## src/rtl/cond_path_delay_gen.sv

```systemverilog
// Clocked stand-in for a conditional sel=>zout specify path: per-condition
// rise/fall delays from a writable table, applied with inertial pulse rejection.
module cond_path_delay_gen #(
    parameter int DW        = 4,
    parameter int DEF_DELAY = 1
) (
    input  logic          clk,
    input  logic          rst,
    input  logic          mode,
    input  logic          sel,
    output logic          zout,
    output logic          busy,
    input  logic          wr_valid,
    output logic          wr_ready,
    input  logic          wr_cond,
    input  logic          wr_edge,
    input  logic [DW-1:0] wr_delay,
    output logic [7:0]    rej_cnt
);

    // Handshake: a table write happens on every rising edge where
    // wr_valid && wr_ready; wr_ready rises one edge after reset release
    // and then stays high, so a held request is taken on the next edge.

    typedef enum logic {IDLE, PEND} state_t;

    state_t        state;
    logic          tgt;
    logic [DW-1:0] cnt;
    logic [DW-1:0] tbl [4];
    logic [1:0]    det_idx;

    // Table index is {condition, edge}; edge is 0 for a rise (sel going to 1).
    assign det_idx = {mode, ~sel};
    assign busy    = (state == PEND);

    always_ff @(posedge clk or posedge rst) begin
        if (rst) begin
            state    <= IDLE;
            tgt      <= 1'b0;
            cnt      <= '0;
            zout     <= 1'b0;
            wr_ready <= 1'b0;
            rej_cnt  <= 8'd0;
            for (int i = 0; i < 4; i++) begin
                tbl[i] <= DW'(DEF_DELAY);
            end
        end else begin
            wr_ready <= 1'b1;
            // Non-blocking update: a detect on this same edge still reads the old entry.
            if (wr_valid && wr_ready) begin
                tbl[{wr_cond, wr_edge}] <= wr_delay;
            end
            case (state)
                IDLE: begin
                    if (sel != zout) begin
                        tgt   <= sel;
                        cnt   <= tbl[det_idx];
                        state <= PEND;
                    end
                end
                PEND: begin
                    // Cancel wins over expiry when sel has already returned.
                    if (sel == zout) begin
                        state <= IDLE;
                        if (rej_cnt != 8'd255) begin
                            rej_cnt <= rej_cnt + 8'd1;
                        end
                    end else if (cnt == '0) begin
                        zout  <= tgt;
                        state <= IDLE;
                    end else begin
                        cnt <= cnt - DW'(1);
                    end
                end
                default: state <= IDLE;
            endcase
        end
    end

endmodule

```

## config.mk

```make
export PLATFORM = sky130hd
export DESIGN_NAME = cond_path_delay_gen
export DESIGN_NICKNAME = d
export VERILOG_FILES = /design/src/rtl/cond_path_delay_gen.sv
export SDC_FILE = /design/constraint.sdc
export NUM_CORES = 1
export LEC_CHECK = 0
export BUFFER_PORTS_ARGS = -buffer_cell sky130_fd_sc_hd__buf_2
export CORE_AREA = 2 2 68 70
export CTS_BUF_LIST = sky130_fd_sc_hd__clkbuf_4
export DETAILED_ROUTE_END_ITERATION = 16
export DIE_AREA = 0 0 70 72
export PLACE_DENSITY = 0.69
export SYNTH_ARGS = -nofsm -noshare
export SYNTH_HDL_FRONTEND = slang
export SYNTH_SLANG_ARGS = --single-unit
```

## constraint.sdc

```tcl
create_clock -name clk -period 3.8 [get_ports clk]
set_clock_uncertainty 0.05 [all_clocks]
set_input_delay 0 -clock clk [delete_from_list [all_inputs] [get_ports clk]]
set_output_delay 0 -clock clk [all_outputs]
set_load 0.02 [all_outputs]
```

Yosys cells after proc, flatten, opt, wreduce, memory -nomap -nowiden:

Cells that the tools add are included.

* bits in registers: 32
* input bits: 11
* output and inout bits: 11
* word-level logic and storage cells: 47

* add/sub/neg operators: 2
* $lt $le $gt $ge: 3
* equality and inequality tests: 6
* multiplexer cells: 14
* bitwise operators: 5
* reductions and logical operators: 7

Operators by type and width (number)
* 2-to-1 mux 4 bit: 6
* bitwise mux 16 bit: 1
* AND reduction 3 bit: 3
* adder 8 x 1 -> 8 bit, second input constant: 1
* binary-select mux 4 bit (select 2 bit): 1
* demux 4 bit (select 2 bit): 1
* inequality test 8 bit, second input constant: 1
* case mux 4 bit (2 select lines): 1
* >= comparator 3 bit, second input constant: 2
* inequality test 2 bit, second input constant: 3
* inverter 2 -> 3 bit: 2
* logical NOT 4 bit: 1
* subtractor 4 x 1 -> 4 bit, second input constant: 1
* < comparator 3 x 1 -> 1 bit, second input constant: 1
* 2-to-1 mux 1 bit: 3
* inverter 1 bit: 3
* logical AND 1 bit: 2
* case mux 1 bit (2 select lines): 1
* AND reduction 2 bit: 1
* == test 1 bit: 1
* inequality test 1 bit: 1

Longest topological paths before layout:

* word-level depth: 7
* mapped depth: 5
* mapped depth without buffers: 5

Least setup slack after synthesis:

No wires, ideal clock.

* path kind: reg-to-reg
* from: register rej_cnt[0]
* to: register rej_cnt[1]
* library setup time: 0.125 ns
* arrival: 1.528 ns
* required time: 3.625 ns
* slack: 2.097 ns
* stages on the path, launching flop included: 5
* path buffers: 0
* period minus slack after synthesis: 1.703 ns
* cell sequence: dfrtp_1 -> ha_1 -> nand4_1 -> o211ai_1 -> mux2_2

* cells in the longest elaborated chain, start to end: 2
* elaborated cells between the ends (all ways): 3
* those cells by class: add/sub (1); eq/ne (1); reduce/logical (1)

RTL lines
* start, declared: line 18 `output logic [7:0] rej_cnt`
* start signal, assigned: line 67 `rej_cnt <= rej_cnt + 8'd1;`
* parallel branches: the longest is 2 deep, another holds adder 8 x 1 -> 8 bit

Parallel ways; which one is timed is not known.
A chain may end at the register's enable or synchronous reset.

Worst setup path after layout:

Same ends and word-level chain as after synthesis.

==> results.json <==
{
  "status": "completed",
  "wirelength_mm": 3.356,
  "grt_pass1_vias": 1211,
  "dpl.hpwl_mm": 2.506,
  "synth.yosys.seq_area_share": 0.4890,
  "synth_cell_type_count": 46,
  "min_path_cells": 3,
  "synth_seq_cells": 32,
  "vias": 1227,
  "synth_top_area_share": 0.4252,
  "antenna_cells": 0,
  "slew_violations": 0,
  "crit_chain": "ha_1, nand4_1, o211ai_1, mux2_2",
  "cts_htree_levels": 2,
  "ioPinCount": 22,
  "insertion_delay_ns": 0.33,
  "drt_iter0_markers": 33,
  "nFillCells": 410,
  "slowest_delay_ns": 0.43,
  "synth_edf_count": 0,
  "p_leak_nw": 0.8197,
  "post_drt_via_cell_ratio": 5.603,
  "p_seq_frac": 0.478,
  "place.gp.congestion": 0.9092,
  "ys_async_sr_fraction": 1.000,
  "cp_slowest_cell": "dfrtp_1",
  "hold_class": "primary input to flip-flop",
  "yosys.area.top_type": "dfrtp_1",
  "final_core_util": 0.4472,
  "p_switching_w": 0.0004490,
  "clock_path_buffers": 2,
  "switching_share": 0.3789,
  "power_density_mw_per_mm2": 621.4,
  "grt_overflow": 0,
  "r2r_start": "rej_cnt[0]",
  "start_util": 0.3864,
  "crit_buf_inv": 0,
  "finalHoldViolations": 0,
  "p_total_w": 0.001185,
  "reg2reg_slack_ns": 2.01,
  "maxCapViolCount": 0,
  "reg2reg_depth": 4,
  "peakVddDrop_mv": 0.2473,
  "clockRootBuffer": "clkbuf_4",
  "post-route-min-period_ns": 1.789,
  "tightest_slew_ns": 0.6783,
  "path_class": "flip-flop to flip-flop",
  "num-nets-final": 179,
  "syn2layout_area_growth_pct": 15.72,
  "drc": 0,
  "grt_max_degree": 33,
  "post-synth-top-count-cell": "dfrtp_1",
  "worst_slack_ns": 2.011,
  "syn-instance-count": 136,
  "cts_tree": "built",
  "hold_end": "tgt",
  "synth_nets": 149,
  "grt_usage": 0.1467,
  "core_area_mm2": 0.004264,
  "r2r_end": "rej_cnt[1]",
  "avgSynthCellArea_um2": 12.12,
  "synth_warnings": 0,
  "rsz0062_at_grt": "false",
  "grt_antenna_before_repair": 0,
  "cts_buffers": 5,
  "rows": 24,
  "die_y_um": 72,
  "worstPathMaxFanout": 5,
  "drive_gt1_frac": 0.3653,
  "ys_top_cells_by_count": "dfrtp_1 (28), mux2_2 (21), o21ai_0 (8)",
  "worstHoldStart": "sel",
  "ant_nets": 0,
  "synth_area_leaders": "dfrtp_1 (43%), mux2_2 (14%), dfstp_2 (6.4%)",
  "grt_first_pass_wirelength_mm": 5.658,
  "relSlewSlack": 0.5443,
  "clock-sinks": 32,
  "critPathArrivalTime_ns": 1.95,
  "port_buffers": 21,
  "die_w_um": 70,
  "crit_required_ns": 3.96,
  "fin_crit_sh": 0.4708,
  "die_area_mm2": 0.005040,
  "setup_viol": 0,
  "cpLargestDelayFamily": "flip-flops",
  "synthesis.area_mm2": 0.001648,
  "routedWlPerCell_um": 15.32,
  "crit_path_start_kind": "flip-flop",
  "dr.pass1.iters": 4,
  "cts_setup_buffers": 0,
  "setup.worst_path.end_class": "flip-flop",
  "synthFlopType": "dfrtp_1",
  "max_freq_mhz": 559.0,
  "tns_ns": 0,
  "clkSlewWorstSetupHoldPaths_ns": 0.09,
  "pwr-share-clk": 0.164,
  "comb_power_share": 0.358,
  "p_int_w": 0.0007359,
  "post-place-ws_ns": 2.077
}
[worst max path at each step]
stage | start | end | slack [ns] | cells after the start
3_3_place_gp | rej_cnt[0] | rej_cnt[1] | 2.18 | 4
2_1_floorplan | rej_cnt[0] | rej_cnt[1] | 2.10 | 4
4_1_cts | rej_cnt[0] | rej_cnt[1] | 2.06 | 4
3_5_place_dp | rej_cnt[0] | rej_cnt[1] | 2.08 | 4
5_1_grt | rej_cnt[0] | rej_cnt[1] | 1.91 | 4
6_report | rej_cnt[0] | rej_cnt[1] | 2.01 | 4
[layer usage]
layer,routed length (um),up-vias,track usage
li1,-,567,-
met1,1331,611,0.1686
met2,1786,42,0.2593
met3,171,7,0.03472
met4,66,0,0.07051
met5,0,-,0
[cell type report]
type,instances,area (um^2),share of cell area
clock buffer,7,52.55,0.02756
clock inverter,1,5.005,0.002625
inverter,7,26.28,0.01378
multi-input combinational,93,789.5,0.4140
sequential,32,805.8,0.4226
tap,52,65.06,0.03412
timing repair buffer,27,162.7,0.08530
[cells in the final DEF (no fill, tap or decap), types with 2 or more instances in the layout]
| cell | n |
|---|---|
| dlygate4sd3_1 | 5 |
| nand4b_1 | 2 |
| a21oi_1 | 4 |
| ha_1 | 2 |
| nor2b_1 | 2 |
| nand2_1 | 5 |
| nor2_1 | 2 |
| dfstp_2 | 4 |
| or2b_1 | 2 |
| o21ai_0 | 8 |
| o22ai_1 | 2 |
| buf_2 | 21 |
| o2111ai_1 | 2 |
| nand3_1 | 3 |
| nor3_1 | 5 |
| inv_1 | 7 |
| dfrtp_1 | 28 |
| mux2_2 | 21 |
| clkbuf_4 | 7 |
| nand4_1 | 4 |
| mux2i_1 | 4 |
[power by group through the flow]
stage	clock, W	combinational [W]	sequential [W]
final	0.000194	0.000424	0.000567
after detailed placement	0	0.000422	0.000572
after CTS	0.000204	0.000428	0.000564
after global routing	0.000223	0.000469	0.000586
after global placement	0	0.000404	0.000558
after floorplan	0	0.000286	0.000576
[sequential cells by signal, indices dropped and copies added, names as in the netlist]
register  count
wr_ready      1
tbl          16
cnt           4
busy          1
tgt           1
zout          1
rej_cnt       8
[through the flow]
| step | instances | hold WS [ns] | instance area [um^2] |
|---|---|---|---|
| CTS | 219 | 0.06674 | 1907 |
| detailed placement | 206 | 0.04988 | 1799 |
| finish | 219 | 0.06902 | 1907 |
| global route | 219 | 0.09860 | 1907 |
| floorplan | 136 | 0.06324 | 1648 |
| global placement | 206 | 0.04381 | 1799 |
[tightest hold or removal path: cells and delay by family]
| family | cells | cell delay, ns |
|---|---|---|
| buf+inv | 1 | 0.20 |
| compound gates | 2 | 0.21 |
[cells by family (layout without fill, tap and decap cells)]
logic type | Yosys count | in the layout | synth area share
muxes | 27 | 27 | 0.1974
adders and majority gates | 2 | 2 | 0.01518
AOI/OAI and AO/OA | 24 | 24 | 0.09492
DFF | 32 | 32 | 0.4890
and+or+nand+nor | 36 | 36 | 0.1374
other | 1 | 1 | 0.002276
xor gates and xnor gates | 3 | 3 | 0.03190
buffers and inverters | 11 | 42 | 0.03190
[what timing repair did]
action	4_1_cts	5_1_grt
hold buffers	5	0
endpoints found under the hold margin	48	0
gates resized for setup	0	0
endpoints found under the setup margin	0	0
Note: power is estimated with default switching activity, not from simulation.
